--- src/rtl/imm_gen_pipe_if.sv ---
// Handshake bundle for imm_gen_pipe: instruction input channel and
// immediate output channel, both valid/ready.
interface imm_gen_pipe_if #(
  parameter int INSTR_W = 16,
  parameter int IMM_W   = 16
) ();

  logic               in_valid;
  logic               in_ready;
  logic [INSTR_W-1:0] instruction;
  logic [2:0]         imm_src;
  logic               out_valid;
  logic               out_ready;
  logic [IMM_W-1:0]   imm_out;
  logic               imm_pfx;
  logic               pfx_err;

  // Upstream decoder / downstream consumer side.
  modport master (
    output in_valid, instruction, imm_src, out_ready,
    input  in_ready, out_valid, imm_out, imm_pfx, pfx_err
  );

  // Immediate generator side.
  modport slave (
    input  in_valid, instruction, imm_src, out_ready,
    output in_ready, out_valid, imm_out, imm_pfx, pfx_err
  );

endinterface

--- src/rtl/imm_gen_pipe.sv ---
// Pipelined immediate generator with PREFIX support.
// One-deep output register with full throughput. PREFIX words accumulate
// upper immediate bits that are glued onto the next prefixable immediate.
module imm_gen_pipe #(
  parameter int INSTR_W = 16,
  parameter int IMM_W   = 16
) (
  input logic           clk,
  input logic           rst,
  input logic           flush,
  imm_gen_pipe_if.slave bus
);

  localparam int PFX_W = IMM_W - 8;

  localparam logic [2:0] SRC_OPC  = 3'b000;
  localparam logic [2:0] SRC_MEM  = 3'b001;
  localparam logic [2:0] SRC_SHF  = 3'b010;
  localparam logic [2:0] SRC_ADDI = 3'b011;
  localparam logic [2:0] SRC_PFX  = 3'b100;

  localparam logic [3:0] OP_LDI = 4'b1010;
  localparam logic [3:0] OP_JMP = 4'b1101;

  typedef enum logic {NOPFX, PFX} state_t;

  state_t           state;
  logic [PFX_W-1:0] pfx_acc;
  logic             out_valid_q;
  logic [IMM_W-1:0] imm_q;
  logic             imm_pfx_q;
  logic             pfx_err_q;

  logic [15:0]      instr;
  logic             accept;
  logic             is_prefix;
  logic             prefixable;
  logic [IMM_W-1:0] base;
  logic [PFX_W-1:0] pfx_next;

  // Only the low 16 bits carry immediate fields.
  assign instr = bus.instruction[15:0];

  // A slot is free when the register is empty or being drained this cycle.
  assign bus.in_ready = !out_valid_q || bus.out_ready;
  assign accept       = bus.in_valid && bus.in_ready;
  assign is_prefix    = (bus.imm_src == SRC_PFX);
  assign prefixable   = (bus.imm_src == SRC_OPC) || (bus.imm_src == SRC_MEM) ||
                        (bus.imm_src == SRC_ADDI);

  // A first prefix starts from zero; later ones shift in 12 more bits and
  // let the oldest bits fall off the top of the accumulator.
  assign pfx_next = (state == PFX) ? ((pfx_acc << 12) | PFX_W'(instr[11:0]))
                                   : PFX_W'(instr[11:0]);

  assign bus.out_valid = out_valid_q;
  assign bus.imm_out   = imm_q;
  assign bus.imm_pfx   = imm_pfx_q;
  assign bus.pfx_err   = pfx_err_q;

  // Base immediate extraction selected by imm_src.
  always_comb begin
    // NOTE: default first so every path assigns base and no latch is inferred.
    base = '0;
    unique case (bus.imm_src)
      SRC_OPC: begin
        if (instr[15:12] == OP_LDI) begin
          base = {{(IMM_W-8){instr[8]}}, instr[8:1]};
        end else if (instr[15:12] == OP_JMP) begin
          base = {{(IMM_W-8){instr[11]}}, instr[11:4]};
        end
      end
      SRC_MEM:  base = {{(IMM_W-6){instr[5]}}, instr[5:0]};
      SRC_SHF:  base = IMM_W'(instr[5:3]);
      SRC_ADDI: base = {{(IMM_W-5){instr[5]}}, instr[5:1]};
      default:  base = '0;
    endcase
  end

  // Prefix state machine and output register.
  always_ff @(posedge clk or posedge rst) begin
    // NOTE: non-blocking assignments so every register samples pre-edge values.
    if (rst) begin
      state       <= NOPFX;
      pfx_acc     <= '0;
      out_valid_q <= 1'b0;
      imm_q       <= '0;
      imm_pfx_q   <= 1'b0;
      pfx_err_q   <= 1'b0;
    end else if (flush) begin
      state       <= NOPFX;
      pfx_acc     <= '0;
      out_valid_q <= 1'b0;
      imm_q       <= '0;
      imm_pfx_q   <= 1'b0;
      pfx_err_q   <= 1'b0;
    end else if (accept) begin
      if (is_prefix) begin
        // Any held result was drained to make room, so the register empties.
        state       <= PFX;
        pfx_acc     <= pfx_next;
        out_valid_q <= 1'b0;
      end else begin
        out_valid_q <= 1'b1;
        if (state == PFX && prefixable) begin
          imm_q     <= {pfx_acc, base[7:0]};
          imm_pfx_q <= 1'b1;
          pfx_err_q <= 1'b0;
        end else begin
          // A pending prefix is discarded by a mode that cannot use it.
          imm_q     <= base;
          imm_pfx_q <= 1'b0;
          pfx_err_q <= (state == PFX);
        end
        state   <= NOPFX;
        pfx_acc <= '0;
      end
    end else if (bus.out_ready) begin
      out_valid_q <= 1'b0;
    end
  end

endmodule

--- src/flat_wrapper.sv ---
// flat-port wrapper written by rule: the top's interface ports become plain ports
module imm_gen_pipe_flat 
#(
  parameter int INSTR_W = 16,
  parameter int IMM_W   = 16
)
  (clk, rst, flush, bus_in_valid, bus_instruction, bus_imm_src, bus_out_ready, bus_in_ready, bus_out_valid, bus_imm_out, bus_imm_pfx, bus_pfx_err);
  imm_gen_pipe_if #(.INSTR_W(INSTR_W), .IMM_W(IMM_W)) bus_i ();
  input logic clk;
  input logic rst;
  input logic flush;
  input wire logic [$bits(bus_i.in_valid)-1:0] bus_in_valid;
  input wire logic [$bits(bus_i.instruction)-1:0] bus_instruction;
  input wire logic [$bits(bus_i.imm_src)-1:0] bus_imm_src;
  input wire logic [$bits(bus_i.out_ready)-1:0] bus_out_ready;
  output wire logic [$bits(bus_i.in_ready)-1:0] bus_in_ready;
  output wire logic [$bits(bus_i.out_valid)-1:0] bus_out_valid;
  output wire logic [$bits(bus_i.imm_out)-1:0] bus_imm_out;
  output wire logic [$bits(bus_i.imm_pfx)-1:0] bus_imm_pfx;
  output wire logic [$bits(bus_i.pfx_err)-1:0] bus_pfx_err;
  assign bus_i.in_valid = bus_in_valid;
  assign bus_i.instruction = bus_instruction;
  assign bus_i.imm_src = bus_imm_src;
  assign bus_i.out_ready = bus_out_ready;
  assign bus_in_ready = bus_i.in_ready;
  assign bus_out_valid = bus_i.out_valid;
  assign bus_imm_out = bus_i.imm_out;
  assign bus_imm_pfx = bus_i.imm_pfx;
  assign bus_pfx_err = bus_i.pfx_err;
  imm_gen_pipe #(.INSTR_W(INSTR_W), .IMM_W(IMM_W)) u_core (.clk(clk), .rst(rst), .flush(flush), .bus(bus_i));
endmodule
--- config.mk ---
export PLATFORM = sky130hd
export DESIGN_NAME = imm_gen_pipe_flat
export DESIGN_NICKNAME = d
export VERILOG_FILES = /design/src/rtl/imm_gen_pipe_if.sv /design/src/rtl/imm_gen_pipe.sv /design/src/flat_wrapper.sv
export SDC_FILE = /design/constraint.sdc
export NUM_CORES = 1
export LEC_CHECK = 0
export ABC_AREA = 1
export CAP_MARGIN = 25
export CORE_UTILIZATION = 30
export DETAILED_ROUTE_END_ITERATION = 16
export GPL_TIMING_DRIVEN = 0
export SLEW_MARGIN = 20
export SYNTH_ARGS = -nofsm -noshare
export SYNTH_HDL_FRONTEND = slang
export SYNTH_SLANG_ARGS = --single-unit
export TNS_END_PERCENT = 100
--- constraint.sdc ---
create_clock -name clk -period 1.6 [get_ports clk]
set_input_delay 0.16 -clock clk [delete_from_list [all_inputs] [get_ports clk]]
set_output_delay 0.16 -clock clk [all_outputs]
set_load 0.02 [all_outputs]
==> flow_summary.json <==
{
  "tightest_slew_ns": 0.489,
  "cellPowerDensity_nw_per_um2": 669,
  "syn-num-nets": 244,
  "ys_seq_area_share_pct": 43.5,
  "drt-total-wl_um": 3750,
  "ir_drop_uv": 291,
  "r2r_slack_ns": 0.25,
  "regToRegStartpoint": "u_core.bus.out_valid",
  "nFillCells": 569,
  "synth_area_um2": 1610,
  "synth_seq_cells": 28,
  "grt_pass1_vias": 1402,
  "final_common_cell": "nand2_1",
  "cts_made_buffers": 3,
  "path_class": "reg2out",
  "gp_congestion": 0.852,
  "die_x_um": 75.3,
  "core_area_um2": 5140,
  "hp-class": "in2async",
  "final_antenna_net_count": 0,
  "rows": 26,
  "p_leak_nw": 1.14,
  "synth_ff_type": "dfrtp_1",
  "area_growth_pct": 36.5,
  "worstReg2RegEnd": "u_core.bus.imm_out[14]",
  "cts_buffer_depth": 2,
  "multi_input_area_um2": 808,
  "synth_edf_count": 0,
  "avgSynthCellArea_um2": 7.32,
  "final_net_count": 291,
  "vias_per_cell": 4.54,
  "endpoint_kind": "primary output",
  "fin_crit_ns": 1.51,
  "cts.clk_slew.worst_paths_ns": 0.10,
  "status": "finished clean",
  "whs_ns": 0.203,
  "slew_violations": 0,
  "relSlewSlack_pct": 67.4,
  "grtUsageTotal_pct": 15.4,
  "grt_overflow": 0,
  "setup_ws_ns": 0.0869,
  "dieArea_um2": 5660,
  "dp_hpwl_um": 2910,
  "yosysWarnings": 0,
  "routedWlPerCell_um": 11.2,
  "async_flop_share_pct": 100,
  "worstPathRequired_ns": 1.44,
  "cts_root_buf": "clkbuf_8",
  "dp.cells": 332,
  "hold_viol_final": 0,
  "cp-start-kind": "flip-flop",
  "ios": 44,
  "period_share_pct": 94.6,
  "final_cells": 336,
  "drv_cap": 0,
  "synthCells": 220,
  "drc": 0,
  "final_util_pct": 42.8,
  "drive_above_1_share_pct": 10.5,
  "cts.sinks": 28,
  "postCtsSetupBuffers": 0,
  "post_cts_resized": 0,
  "io_buffers": 41,
  "synthDistinctLibCells": 22,
  "pre_cts_ws_ns": -0.179,
  "final-setup-viol-count": 0,
  "cp_data_arrival_time_ns": 1.35,
  "ff2ff_path_depth": 8,
  "crit_fanout": 3,
  "grt_max_degree": 20,
  "antenna_cells": 0,
  "fin_tns_setup_ns": 0,
  "initial_utilization_pct": 31.3,
  "cts_tree": "built",
  "clkLatencyLatePin_ns": 0.27,
  "htreeDepth": 1,
  "grt_pass1_wl_um": 6530,
  "layout_common_cells": "83 x nand2_1, 41 x clkdlybuf4s50_1, 28 x nand3_1, 28 x dfrtp_1, 25 x nor2_1",
  "max_freq_mhz": 661,
  "seqCellArea_um2": 701,
  "clock_skew_ns": 0.00458,
  "drtIter0Drc": 97,
  "dr.pass1.iters": 4,
  "antenna_found_initial": 0,
  "rsz0062_at_grt": "false",
  "hold_buffers": 0,
  "num_vias": 1525,
  "die_y_um": 75.3
}
[worst max-delay path by stage]
stage               cells after the start                      to            startpoint  slack [ns]
finish                                  2            bus_in_ready  u_core.bus.out_valid        0.09
CTS                                     2            bus_in_ready  u_core.bus.out_valid        0.08
detailed placement                      4   u_core.bus.imm_out[4]                 flush       -0.18
global placement                        4   u_core.bus.imm_out[6]                 flush       -0.17
global route                           10   u_core.bus.imm_out[1]        bus_imm_src[2]        0.03
floorplan                               8  u_core.bus.imm_out[10]  u_core.bus.out_valid        0.18
[power by group]
| group | switching, W | internal [W] |
|---|---|---|
| Combinational | 0.000169 | 0.000129 |
| Sequential | 0.0000104 | 0.000726 |
| Clock | 0.000218 | 0.000220 |
[synth_stat cells, types with 2 or more instances]
library cell   n  area share, %
a21oi_1        3           0.93
nand2_1       83             19
o21ai_0        8            2.5
buf_4          3            1.4
nor3_4         2            2.0
dfrtp_1       28             44
nand4_1        3            1.2
o21ai_1        3           0.93
inv_1         15            3.5
nor2_1        26            6.1
nand2_2        8            3.1
nand3_1       28            8.7
[final cells by class]
class                           instances  area share (%)
Sequential cell                        28            31.9
Tap cell                               70            3.98
Clock buffer                            4            2.50
Buffer                                  4            1.94
Inverter                               17            3.02
Multi-Input combinational cell        171            36.8
Timing Repair Buffer                   42            19.9
[cell families (layout without fill, tap and decap cells)]
group / count (synthesis) / after routing / synth area share, %
DFF: 28 / 28 / 43.5
and+or+nand+nor: 157 / 157 / 45.4
AOI/OAI and AO/OA: 14 / 14 / 4.35
buffers and inverters: 21 / 67 / 6.76
[critical path, stage by stage, from the launching register on]
cell,delay (ns)
dfrtp_1,0.40
nand2_2,0.09
clkdlybuf4s50_1,0.60
[sequential cells by signal, summed over array words and instances, names as in the netlist]
signal,flops
u_core.bus.imm_out,16
u_core.bus.imm_pfx,1
u_core.state,1
u_core.pfx_acc,8
u_core.bus.pfx_err,1
u_core.bus.out_valid,1
[metrics by stage]
stage / cell area, µm² / total power [W]
3_5_place_dp: 2140 / 0.00105
2_1_floorplan: 1610 / 0.000911
4_1_cts: 2190 / 0.00149
3_3_place_gp: 2110 / 0.00104
5_1_grt: 2200 / 0.00155
6_report: 2200 / 0.00147
[metal layers]
metal / GRT usage, % / vias to the layer above / routed length (µm)
li1: - / 796 / -
met3: 2.81 / 4 / 159
met4: 5.35 / 0 / 48
met1: 21.8 / 680 / 1780
met2: 23.7 / 45 / 1760
met5: 0 / - / 0
(Power assumes the default switching activity.)
